<file path="src/rtl/rival_car_controller.sv">
// -----------------------------------------------------------------------------
// rival_car_controller
// Produces the rival car position for the VGA racing game. The car spawns in a
// pseudo-random lane at the top of the road, scrolls down SPEED pixels per
// frame, respawns after leaving the screen, freezes on collision and restarts
// on the start pulse from the main game FSM.
//
// Ports
//   clk          in   system clock
//   rst_n        in   asynchronous active-low reset
//   frame_tick   in   one-cycle pulse per VGA frame
//   start        in   one-cycle restart pulse
//   collision    in   level, high while the main car overlaps the rival
//   rival_x      out  rival sprite left x
//   rival_y      out  rival sprite top y
//   rival_active out  high in MOVE/FROZEN (sprite visible)
//   frozen       out  high in FROZEN
//   respawn      out  one-cycle pulse on every spawn
//   passed_cnt   out  rivals dodged since last start, saturating at 255
//   prng_q       out  current LFSR state
// -----------------------------------------------------------------------------
module rival_car_controller #(
  parameter logic [9:0]  ROAD_LEFT = 10'd160,
  parameter logic [9:0]  LANE_W    = 10'd80,
  parameter int unsigned LANE_BITS = 2,
  parameter logic [9:0]  SCREEN_H  = 10'd480,
  parameter logic [9:0]  SPEED     = 10'd2,
  parameter logic [7:0]  LFSR_SEED = 8'hA5
) (
  input  logic       clk,
  input  logic       rst_n,
  input  logic       frame_tick,
  input  logic       start,
  input  logic       collision,
  output logic [9:0] rival_x,
  output logic [9:0] rival_y,
  output logic       rival_active,
  output logic       frozen,
  output logic       respawn,
  output logic [7:0] passed_cnt,
  output logic [7:0] prng_q
);

  typedef enum logic [1:0] {
    IDLE   = 2'd0,
    MOVE   = 2'd1,
    FROZEN = 2'd2
  } state_t;

  state_t               state_r;
  state_t               state_nxt_s;
  logic [7:0]           lfsr_r;
  logic [7:0]           lfsr_nxt_s;
  logic [LANE_BITS-1:0] last_lane_r;
  logic [LANE_BITS-1:0] last_lane_nxt_s;
  logic [LANE_BITS-1:0] lane_raw_s;
  logic [LANE_BITS-1:0] lane_s;
  logic [9:0]           spawn_x_s;
  logic [10:0]          y_sum_s;
  logic [9:0]           x_nxt_s;
  logic [9:0]           y_nxt_s;
  logic [7:0]           passed_nxt_s;
  logic                 respawn_nxt_s;
  logic                 do_spawn_s;

  assign prng_q = lfsr_r;

  // Lane choice uses the pre-advance LFSR value; a repeat of the previous lane
  // is bumped to the next lane so consecutive rivals never share a lane.
  always_comb begin
    lane_raw_s = lfsr_r[LANE_BITS-1:0];
    if (lane_raw_s == last_lane_r) begin
      lane_s = lane_raw_s + LANE_BITS'(1'b1);
    end else begin
      lane_s = lane_raw_s;
    end
    spawn_x_s  = ROAD_LEFT + (LANE_W * 10'(lane_s));
    // 11-bit sum so the off-screen compare cannot be fooled by wrap-around
    y_sum_s    = {1'b0, rival_y} + {1'b0, SPEED};
    lfsr_nxt_s = {lfsr_r[6:0], lfsr_r[7] ^ lfsr_r[5] ^ lfsr_r[4] ^ lfsr_r[3]};
  end

  // Next-state and next-output logic: start > collision > frame_tick in MOVE.
  always_comb begin
    state_nxt_s     = state_r;
    x_nxt_s         = rival_x;
    y_nxt_s         = rival_y;
    last_lane_nxt_s = last_lane_r;
    passed_nxt_s    = passed_cnt;
    respawn_nxt_s   = 1'b0;
    do_spawn_s      = 1'b0;

    case (state_r)
      IDLE: begin
        if (start) begin
          do_spawn_s   = 1'b1;
          passed_nxt_s = 8'd0;
          state_nxt_s  = MOVE;
        end else begin
          state_nxt_s  = IDLE;
        end
      end
      MOVE: begin
        if (start) begin
          do_spawn_s   = 1'b1;
          passed_nxt_s = 8'd0;
        end else if (collision) begin
          state_nxt_s  = FROZEN;
        end else if (frame_tick) begin
          if (y_sum_s >= {1'b0, SCREEN_H}) begin
            do_spawn_s = 1'b1;
            if (passed_cnt == 8'hFF) begin
              passed_nxt_s = 8'hFF;
            end else begin
              passed_nxt_s = passed_cnt + 8'd1;
            end
          end else begin
            y_nxt_s = y_sum_s[9:0];
          end
        end else begin
          state_nxt_s = MOVE;
        end
      end
      FROZEN: begin
        if (start) begin
          do_spawn_s   = 1'b1;
          passed_nxt_s = 8'd0;
          state_nxt_s  = MOVE;
        end else begin
          state_nxt_s  = FROZEN;
        end
      end
      default: begin
        state_nxt_s = IDLE;
      end
    endcase

    if (do_spawn_s) begin
      x_nxt_s         = spawn_x_s;
      y_nxt_s         = 10'd0;
      last_lane_nxt_s = lane_s;
      respawn_nxt_s   = 1'b1;
    end else begin
      respawn_nxt_s   = 1'b0;
    end
  end

  // State, LFSR and all registered outputs.
  always_ff @(posedge clk or negedge rst_n) begin
    if (!rst_n) begin
      state_r      <= IDLE;
      lfsr_r       <= LFSR_SEED;
      last_lane_r  <= '0;
      rival_x      <= ROAD_LEFT;
      rival_y      <= 10'd0;
      rival_active <= 1'b0;
      frozen       <= 1'b0;
      respawn      <= 1'b0;
      passed_cnt   <= 8'd0;
    end else begin
      state_r      <= state_nxt_s;
      lfsr_r       <= lfsr_nxt_s;
      last_lane_r  <= last_lane_nxt_s;
      rival_x      <= x_nxt_s;
      rival_y      <= y_nxt_s;
      rival_active <= (state_nxt_s == MOVE) || (state_nxt_s == FROZEN);
      frozen       <= (state_nxt_s == FROZEN);
      respawn      <= respawn_nxt_s;
      passed_cnt   <= passed_nxt_s;
    end
  end

endmodule

</file>
<file path="config.mk">
export PLATFORM = sky130hd
export DESIGN_NAME = rival_car_controller
export DESIGN_NICKNAME = d
export VERILOG_FILES = /design/src/rtl/rival_car_controller.sv
export SDC_FILE = /design/constraint.sdc
export NUM_CORES = 1
export LEC_CHECK = 0
export BUFFER_PORTS_ARGS = -buffer_cell sky130_fd_sc_hd__buf_2
export CORE_UTILIZATION = 50
export DETAILED_ROUTE_END_ITERATION = 7
export HOLD_SLACK_MARGIN = 0.08
export PLACE_DENSITY = 0.82
export SYNTH_ARGS = -nofsm -noshare
export SYNTH_HDL_FRONTEND = slang
export SYNTH_SLANG_ARGS = --single-unit
</file>
<file path="constraint.sdc">
create_clock -name clk -period 3.9 [get_ports clk]
set_input_delay 0.585 -clock clk [delete_from_list [all_inputs] [get_ports clk]]
set_output_delay 0.585 -clock clk [all_outputs]
set_load 0.01 [all_outputs]
</file>
==> reports/qor.yml, run 1 <==
cts.reportedPaths.clkPinSlew_ns: 0.07
status: "complete, no violations"
slowest_stage: "or4b_4"
wl_mm: 3.55
setup_viol: 0
cts_tree: "yes"
antenna_found_initial: 0
drtPass1Iterations: 4
rsz0062_at_grt: "false"
port-buffer-count: 37
m1WireLength_mm: 1.67
synth_top_flop_cell: "dfrtp_1"
diodes: 0
worstSetupPathType: "flop to flop"
initial_core_util_pct: 53.9
die_y_um: 62.9
syn-cell-area_mm2: 0.00185
cpPeakStageDelay_ns: 0.55
syn_area_per_cell_um2: 10.3
grt_max_degree: 36
grt_pass1_vias: 1375
rows: 21
cts_setup_buffers: 0
drt_iter0_drc: 103
crit_buf_inv: 1
crit_required_ns: 4.08
cp_cell_sequence: "ha_1 > nand3_2 > or4b_4 > o211a_4 > nor3_4 > inv_4 > mux2_4"
boundaryPins: 44
hp-class: "primary input to asynchronous set/reset pin"
ant_nets: 0
fmax_ghz: 0.416
grt_usage_pct: 20.2
drc: 0
fin_crit_ns: 2.40
hold_violations: 0
cts_resized: 0
die_area_mm2: 0.00396
yosysWarnings: 0
cts_max_level: 2
wl_met2_mm: 1.64
wl_met3_um: 193
area_growth_pct: 15.6
cap_violations: 0
synthArstFlopShare_pct: 100
drive_gt1_share_pct: 29.0
viasPerCell: 5.75
syn_inst: 180
yosysUniqueCellTypes: 47
nNetsFinal: 222
setup_tns_ns: 0
critPathArrivalTime_ns: 2.58
cp_top_family: "simple AND/OR/NAND/NOR gates"
drt-wirelength-per-cell_um: 13.6
gp_congestion: 0.890
ir_drop_mv: 0.202
highest_layer: "met4"
start_kind: "flop"
cts_buffer_depth: 2
yosysSeqAreaShare_pct: 47.6
fin_crit_sh_pct: 61.6
synth_edf_count: 0
insertion_delay_ns: 0.29
core-area_mm2: 0.00344
cts-root-buf: "clkbuf_8"
finalPower_mw: 0.883
worst_slew_pin_slew_ns: 0.746
grt.overflow.total: 0
slew-limit-headroom_pct: 50.2
hold_buffers: 0
p_leak_nw: 1.04
cp_max_fo: 8
holdWs_ns: 0.355
numCtsBuffers: 5
grt_pass1_wl_mm: 6.15
power_density_mw_per_mm2: 412
utilization_pct: 62.3
cts_sinks: 35
num_vias: 1494
dieWidth_um: 62.9
finClkSkew_ns: 0.00292
ys_ff_latch: 35
hpwl_mm: 2.58
crit_path_end_kind: "flop"
finalMaxSlewViolations: 0
## placed cells by master (no fill, tap or decap), drive strengths merged, types with 2 or more instances in the layout
| cell | n |
|---|---|
| bufinv | 2 |
| and3 | 5 |
| and2 | 4 |
| o22a | 5 |
| clkbuf | 5 |
| nor3 | 2 |
| nand2b | 2 |
| mux2 | 3 |
| nand3b | 2 |
| buf | 37 |
| dfstp | 6 |
| a21oi | 11 |
| nor2 | 3 |
| o211ai | 2 |
| xnor2 | 4 |
| a31oi | 11 |
| nand3 | 7 |
| or2 | 3 |
| nand4 | 4 |
| o32ai | 3 |
| o21ai | 6 |
| nor4 | 5 |
| conb | 6 |
| ha | 4 |
| dfrtp | 29 |
| inv | 9 |
| nand2 | 15 |
| o31ai | 2 |
## Yosys cell counts, types with 2 or more instances
cell       n  area [um^2]
a21oi_1   11         55.1
a31oi_1   11         68.8
and2_1     4         25.0
and3_1     5         31.3
buf_4     13         97.6
clkbuf_1   2         7.51
dfrtp_1   29          726
dfstp_2    6          158
ha_1       4         50.1
inv_1      8         30.0
mux2_4     3         45.0
nand2_1   15         56.3
nand2b_1   2         12.5
nand3_1    6         30.0
nand3b_1   2         15.0
nand4_1    4         25.0
nor2_1     3         11.3
nor4_1     5         31.3
o211ai_1   2         15.0
o21ai_0    6         30.0
o22a_1     5         43.8
o31ai_1    2         15.0
o32ai_1    3         26.3
or2_2      3         18.8
xnor2_1    4         35.0
## where the power goes
part | leakage (nW) | total [mW] | switching [mW] | internal (mW)
logic | 0.526 | 0.0978 | 0.0571 | 0.0407
clock network | 0.0644 | 0.387 | 0.132 | 0.255
registers | 0.452 | 0.399 | 0.0168 | 0.382
total | 1.04 | 0.883 | 0.206 | 0.677
## registers in the layout, indices dropped and copies added, names as in the netlist
signal and flops:
state_r 2, frozen 1, rival_active 1, respawn 1, rival_y 9, prng_q 8, last_lane_r 2, rival_x 3
passed_cnt 8
## per-stage QoR
stage / worst slack [ns] / cell area (um^2) / std cells
after global placement: 1.56 / 2010 / 252
final: 1.50 / 2140 / 260
after CTS: 1.49 / 2140 / 260
after global routing: 1.35 / 2140 / 260
after detailed placement: 1.49 / 2010 / 252
after floorplan: 1.62 / 1870 / 185
## layout make-up
class	instances	area (um^2)
clock inverter	3	67.6
timing repair buffer	37	185
multi-input combinational	125	845
tap	46	57.6
inverter	9	36.3
sequential	35	883
fill	309	1300
clock buffer	5	68.8
## routing by layer
layer | vias up | track usage (%)
met4 | 0 | 7.85
li1 | 721 | -
met5 | - | 0
met1 | 718 | 26.8
met2 | 49 | 30.6
met3 | 6 | 6.20
## cell families after synthesis
family,after synthesis,share of synthesized area [%]
compound gates,49,18.6
xor+xnor,5,2.36
fa+ha+maj,4,2.70
buf+inv,25,7.83
flops,35,47.6
mux,3,2.43
other cells,1,0.202
simple gates,58,18.3
## worst paths after layout
kind | from | endpoint | slack (ns) | cells after the start
setup / recovery | rival_y[1] | passed_cnt[0] | 1.50 | 7
hold / removal | rst_n | rival_y[3] | 0.36 | 1
setup reg to reg | rival_y[1] | passed_cnt[0] | 1.50 | 7
hold reg to reg | prng_q[6] | prng_q[7] | 0.38 | 0
max in group asynchronous | rst_n | respawn | 3.07 | 1
min in group clk | prng_q[6] | prng_q[7] | 0.38 | 0
Note: power is estimated with default switching activity, not from simulation.
==> run 2: changes to the inputs <==
CORE_UTILIZATION = 48   (was 50)
clock period = 2.2 ns   (was 3.9 ns; I/O delays follow)
==> run 2 against run 1 <==
Effect of this change:
- critical path depth did not move
- final area up 3.8%
- fmax increased by 13%
- non-clock buffer count up 11
- register-to-register slack lost 1.4 ns
- first-iteration DRC count is 50% higher
- flip-flop and latch count is the same
- worst hold slack lost 0.25 ns
- clock-buffer cell count did not move
- sequential power grew 77%
- largest cell class unchanged
- highest routed layer unchanged
==> reports/qor.yml, run 2 (synthesis gave the netlist of run 1 again) <==
crit_path_end_kind: "flop"  # unchanged
hold_buffers: 0  # unchanged
grt_pass1_wl_mm: 6.72  # was 6.15 mm
port-buffer-count: 37  # unchanged
hpwl_mm: 2.76  # was 2.58 mm
p_leak_nw: 1.09  # was 1.04 nW
status: "complete, no violations"  # unchanged
viasPerCell: 5.84  # was 5.75
r2r_start: "rival_y[2]"  # was rival_y[1]
num_vias: 1595  # was 1,494
diodes: 0  # unchanged
r2r-end: "last_lane_r[1]"  # was passed_cnt[0]
drtPass1Iterations: 4  # unchanged
boundaryPins: 44  # unchanged
cts_tree: "yes"  # unchanged
antenna_found_initial: 0  # unchanged
cp_cell_sequence: "ha_4 > nand3_2 > or4b_4 > o211a_4 > nor3_4 > inv_4 > mux2_4"  # was ha_1 > nand3_2 > or4b_4 > o211a_4 > nor3_4 > inv_4 > mux2_4
cts_buffer_depth: 2  # unchanged
fmax_ghz: 0.470  # was 0.416 GHz
largest_reg_flops: 9  # unchanged
setup_viol: 0  # unchanged
crit_required_ns: 2.38  # was 4.08 ns
die_area_mm2: 0.00412  # was 0.00396 mm^2
finClkSkew_ns: 0.00281  # was 0.00292 ns
final_common_cell: "buf_2"  # unchanged
rrSetupSlack_ns: 0.07  # was 1.50 ns
fin_crit_ns: 2.13  # was 2.40 ns
fin_crit_sh_pct: 96.7  # was 61.6%
start_kind: "flop"  # unchanged
ant_nets: 0  # unchanged
rr_worst_depth: 7  # unchanged
drt-wirelength-per-cell_um: 14.9  # was 13.6 um
cp_max_fo: 6  # was 8
drive_gt1_share_pct: 33.8  # was 29.0%
grt_usage_pct: 21.7  # was 20.2%
area_growth_pct: 20.0  # was 15.6%
hp-class: "primary input to asynchronous set/reset pin"  # unchanged
regMostFlops: "rival_y"  # unchanged
place_area_mm2: 0.00205  # was 0.00201 mm^2
gp_congestion: 0.838  # was 0.890
cts.reportedPaths.clkPinSlew_ns: 0.08  # was 0.07 ns
cpPeakStageDelay_ns: 0.58  # was 0.55 ns
cap_violations: 0  # unchanged
nNetsFinal: 233  # was 222
insertion_delay_ns: 0.29  # about the same
finalMaxSlewViolations: 0  # unchanged
drc: 0  # unchanged
rows: 22  # was 21
setup_slack_ns: 0.0735  # was 1.50 ns
grt_pass1_vias: 1505  # was 1,375
cts_max_level: 2  # unchanged
numCtsBuffers: 5  # unchanged
core-area_mm2: 0.00369  # was 0.00344 mm^2
die_y_um: 64.2  # was 62.9 um
initial_core_util_pct: 50.3  # was 53.9%
wl_mm: 4.07  # was 3.55 mm
power_density_mw_per_mm2: 671  # was 412 mW/mm^2
worst_slew_pin_slew_ns: 0.761  # was 0.746 ns
cts_sinks: 35  # unchanged
cts-root-buf: "clkbuf_8"  # unchanged
layout_common_cells: "37 x buf_2, 28 x dfrtp_1, 14 x nand2_1"  # was 37 x buf_2, 29 x dfrtp_1, 15 x nand2_1, 11 x a21oi_1, 11 x a31oi_1
rsz0062_at_grt: "true"  # was false
critPathArrivalTime_ns: 2.31  # was 2.58 ns
grt.overflow.total: 0  # unchanged
slew-limit-headroom_pct: 49.3  # was 50.2%
worstSetupPathType: "flop to flop"  # unchanged
dieWidth_um: 64.2  # was 62.9 um
final_design_area_no_fill_mm2: 0.00222  # was 0.00214 mm^2
drt_iter0_drc: 154  # was 103
dpl_worst_slack_ns: 0.0527  # was 1.49 ns
grt_max_degree: 36  # unchanged
slowest_stage: "or4b_4"  # unchanged
hold_violations: 0  # unchanged
ir_drop_mv: 0.383  # was 0.202 mV
[run 2: cell type report]
class / instances / area, um^2
Timing Repair Buffer: 48 / 268
Clock inverter: 3 / 47.5
Inverter: 9 / 36.3
Tap cell: 48 / 60.1
Clock buffer: 5 / 68.8
Multi-Input combinational cell: 125 / 860
Sequential cell: 35 / 885
Fill cell: 325 / 1460
[run 2: timing repair]
action / CTS / global route
buffers inserted: 0 / 5
gates resized for setup: 0 / 4
setup endpoints to repair: 0 / 7
[run 2: worst max path at each step]
stage	slack (ns)	to	cells after the start	startpoint
5_1_grt	-0.02	rival_y[4]	5	rival_y[5]
3_3_place_gp	0.14	passed_cnt[1]	7	rival_y[2]
2_1_floorplan	-0.01	last_lane_r[1]	7	rival_y[1]
3_5_place_dp	0.05	passed_cnt[0]	7	rival_y[2]
4_1_cts	0.05	passed_cnt[0]	7	rival_y[2]
6_report	0.07	last_lane_r[1]	7	rival_y[2]
[run 2: metal layers]
layer	part of all wire [%]	up-vias	global-route usage (%)	routed length, um
met5	0	-	0	0
met4	2.4	0	12.5	97
met1	43	780	27.4	1760
met2	47	66	34.0	1930
met3	6.9	11	5.00	281
li1	-	738	-	-
[run 2: stage by stage]
stage / TNS, ns / util, % / instances / hold WS, ns / power (mW)
after floorplan: -0.0317 / - / 185 / 0.0344 / 0.833
after global placement: 0 / 55.7 / 260 / 0.361 / 0.898
after detailed placement: 0 / 55.7 / 260 / 0.362 / 0.902
after CTS: 0 / 58.9 / 268 / 0.127 / 1.50
after global routing: -0.0235 / 60.3 / 273 / 0.166 / 1.56
final: 0 / 60.3 / 273 / 0.106 / 1.49
[run 2: worst max-delay path, delay by kind of cell (launching register included)]
kind / cells / cell delay [ns]
AOI/OAI and AO/OA: 1 / 0.17
adders and majority gates: 1 / 0.15
buffers and inverters: 1 / 0.08
DFF: 1 / 0.41
muxes: 1 / 0.30
and+or+nand+nor: 3 / 0.91
[run 2: where the power goes]
group          switching, mW  internal, mW
Combinational          0.108        0.0817
Sequential            0.0297         0.677
Clock                  0.253         0.343
==> run 3: changes to the inputs <==
SETUP_SLACK_MARGIN = 0.5   (was not set)
==> run 3 against run 2 <==
Effect of this change:
- clock power fell by 14%
- fmax grew 2.7%
- total power down 3.2%
- combinational power is 18% higher
- first-iteration DRC count grew 34%
- clock-buffer cell count rose by 3
- worst hold slack worse by 0.0051 ns
- clock skew up 0.0071 ns
- highest routed layer unchanged
==> reports/qor.yml, run 3 (synthesis gave the netlist of run 1 again) <==
wl_met2_mm: 2.32  # was 1.93 mm
p_leak_nw: 1.17  # was 1.09 nW
cts_buffer_depth: 2  # unchanged
core-area_mm2: 0.00369  # unchanged
worstSetupPathType: "flop to flop"  # unchanged
grt_pass1_vias: 1611  # was 1,505
r2r_start: "rival_y[7]"  # was rival_y[2]
nNetsFinal: 248  # was 233
largest_reg_flops: 9  # unchanged
drt-wirelength-per-cell_um: 16.3  # was 14.9 um
place_area_mm2: 0.00206  # was 0.00205 mm^2
area_growth_pct: 30.0  # was 20.0%
cap_violations: 0  # unchanged
die_area_mm2: 0.00412  # unchanged
fmax_ghz: 0.483  # was 0.470 GHz
initial_core_util_pct: 50.3  # unchanged
setup_viol: 0  # unchanged
wl_met3_um: 320  # was 281 um
crit_required_ns: 2.37  # was 2.38 ns
crit_end: "last_lane_r[1]"  # unchanged
rows: 22  # unchanged
grt_max_degree: 36  # unchanged
ir_drop_mv: 0.443  # was 0.383 mV
cts.reportedPaths.clkPinSlew_ns: 0.07  # was 0.08 ns
rr_worst_depth: 6  # was 7
regMostFlops: "rival_y"  # unchanged
grt_usage_pct: 24.6  # was 21.7%
final_common_cell: "buf_2"  # unchanged
cp_max_fo: 5  # was 6
crit_path_end_kind: "flop"  # unchanged
gp_congestion: 0.860  # was 0.838
m1WireLength_mm: 1.95  # was 1.76 mm
viasPerCell: 5.89  # was 5.84
fill_cells: 298  # was 325
utilization_pct: 65.4  # was 60.3%
die_y_um: 64.2  # unchanged
fin_crit_sh_pct: 94.1  # was 96.7%
rsz0062_at_grt: "true"  # unchanged
layout_common_cells: "37 x buf_2, 26 x dfrtp_1, 22 x buf_4, 14 x nand2_1, 11 x a31oi_1"  # was 37 x buf_2, 28 x dfrtp_1, 14 x nand2_1
hold_buffers: 0  # unchanged
rrSetupSlack_ns: 0.13  # was 0.07 ns
insertion_delay_ns: 0.29  # about the same
drt_iter0_drc: 207  # was 154
cts_sinks: 35  # unchanged
drive_gt1_share_pct: 44.2  # was 33.8%
numCtsBuffers: 5  # unchanged
boundaryPins: 44  # unchanged
hpwl_mm: 2.84  # was 2.76 mm
finClkSkew_ns: 0.00987  # was 0.00281 ns
slew-limit-headroom_pct: 49.8  # was 49.3%
start_kind: "flop"  # unchanged
drc: 0  # unchanged
antenna_found_initial: 0  # unchanged
grt_pass1_wl_mm: 7.61  # was 6.72 mm
diodes: 0  # unchanged
final_design_area_no_fill_mm2: 0.00241  # was 0.00222 mm^2
cts_max_level: 2  # unchanged
hold_violations: 0  # unchanged
ant_nets: 0  # unchanged
drtPass1Iterations: 4  # unchanged
cts_tree: "yes"  # unchanged
worst_slew_pin_slew_ns: 0.753  # was 0.761 ns
hp-class: "primary input to asynchronous set/reset pin"  # unchanged
port-buffer-count: 37  # unchanged
fin_crit_ns: 2.07  # was 2.13 ns
crit_start: "rival_y[7]"  # was rival_y[2]
grt.overflow.total: 0  # unchanged
power_density_mw_per_mm2: 599  # was 671 mW/mm^2
status: "complete, no violations"  # unchanged
highest_layer: "met4"  # unchanged
r2r-end: "last_lane_r[1]"  # unchanged
dieWidth_um: 64.2  # unchanged
finalMaxSlewViolations: 0  # unchanged
critPathArrivalTime_ns: 2.24  # was 2.31 ns
num_vias: 1696  # was 1,595
cts-root-buf: "clkbuf_8"  # unchanged
wl_mm: 4.69  # was 4.07 mm
[run 3: changes by cell type in the layout (fill, tap and decap cells not counted), sizes merged]
cell / previous run / this run
inv: 10 / 9
bufinv: 1 / 0
buf: 48 / 63
clkbuf: 5 / 8
clkinv: 1 / 0
[run 3: layer usage]
metal  vias up  track usage [%]
met2        86             40.3
li1        770                -
met3        11             7.86
met4         0             10.0
met1       829             30.0
met5         -                0
[run 3: worst min path at each step]
stage / startpoint / endpoint / slack [ns] / cells past startpoint
6_report: rst_n / rival_y[1] / 0.10 / 1
2_1_floorplan: rst_n / frozen / 0.03 / 0
3_5_place_dp: prng_q[6] / prng_q[7] / 0.37 / 0
5_1_grt: rst_n / rival_y[1] / 0.18 / 1
3_3_place_gp: prng_q[6] / prng_q[7] / 0.36 / 0
4_1_cts: rst_n / rival_y[1] / 0.13 / 1
[run 3: area by class of cell]
cell class | instances | area (um^2) | area share, %
well taps | 48 | 60.1 | 2.49
inverters | 9 | 36.3 | 1.50
multi-input cells | 125 | 932 | 38.7
flip-flops and latches | 35 | 887 | 36.8
clock buffers | 8 | 100 | 4.15
repair buffers | 63 | 395 | 16.4
[run 3: through the flow]
stage	cells	power [mW]	hold WS (ns)	TNS (ns)	setup slack [ns]
6_report	288	1.45	0.101	0	0.130
5_1_grt	288	1.51	0.175	0	0.0481
4_1_cts	285	1.44	0.132	0	0.194
3_5_place_dp	261	0.902	0.366	0	0.0907
3_3_place_gp	261	0.897	0.361	0	0.147
2_1_floorplan	185	0.833	0.0344	-0.0316	-0.0105
[run 3: where the power goes]
group / internal (mW) / switching (mW) / leakage (nW)
Clock: 0.286 / 0.230 / 0.0515
Sequential: 0.677 / 0.0288 / 0.447
Combinational: 0.101 / 0.123 / 0.674
[run 3: what timing repair did]
| action | 4_1_cts | 5_1_grt |
|---|---|---|
| resized for setup | 21 | 6 |
| endpoints found under the setup margin | 22 | 22 |
| buffers inserted | 16 | 3 |
| cloned | 0 | 0 |
| pin swaps | 13 | 6 |
[run 3: critical path, cell delays in order, from the launching register on]
cell,delay (ns)
dfrtp_1,0.40
nand4_1,0.23
or4b_4,0.57
o211a_4,0.18
nor3_4,0.18
inv_4,0.09
mux2_4,0.30
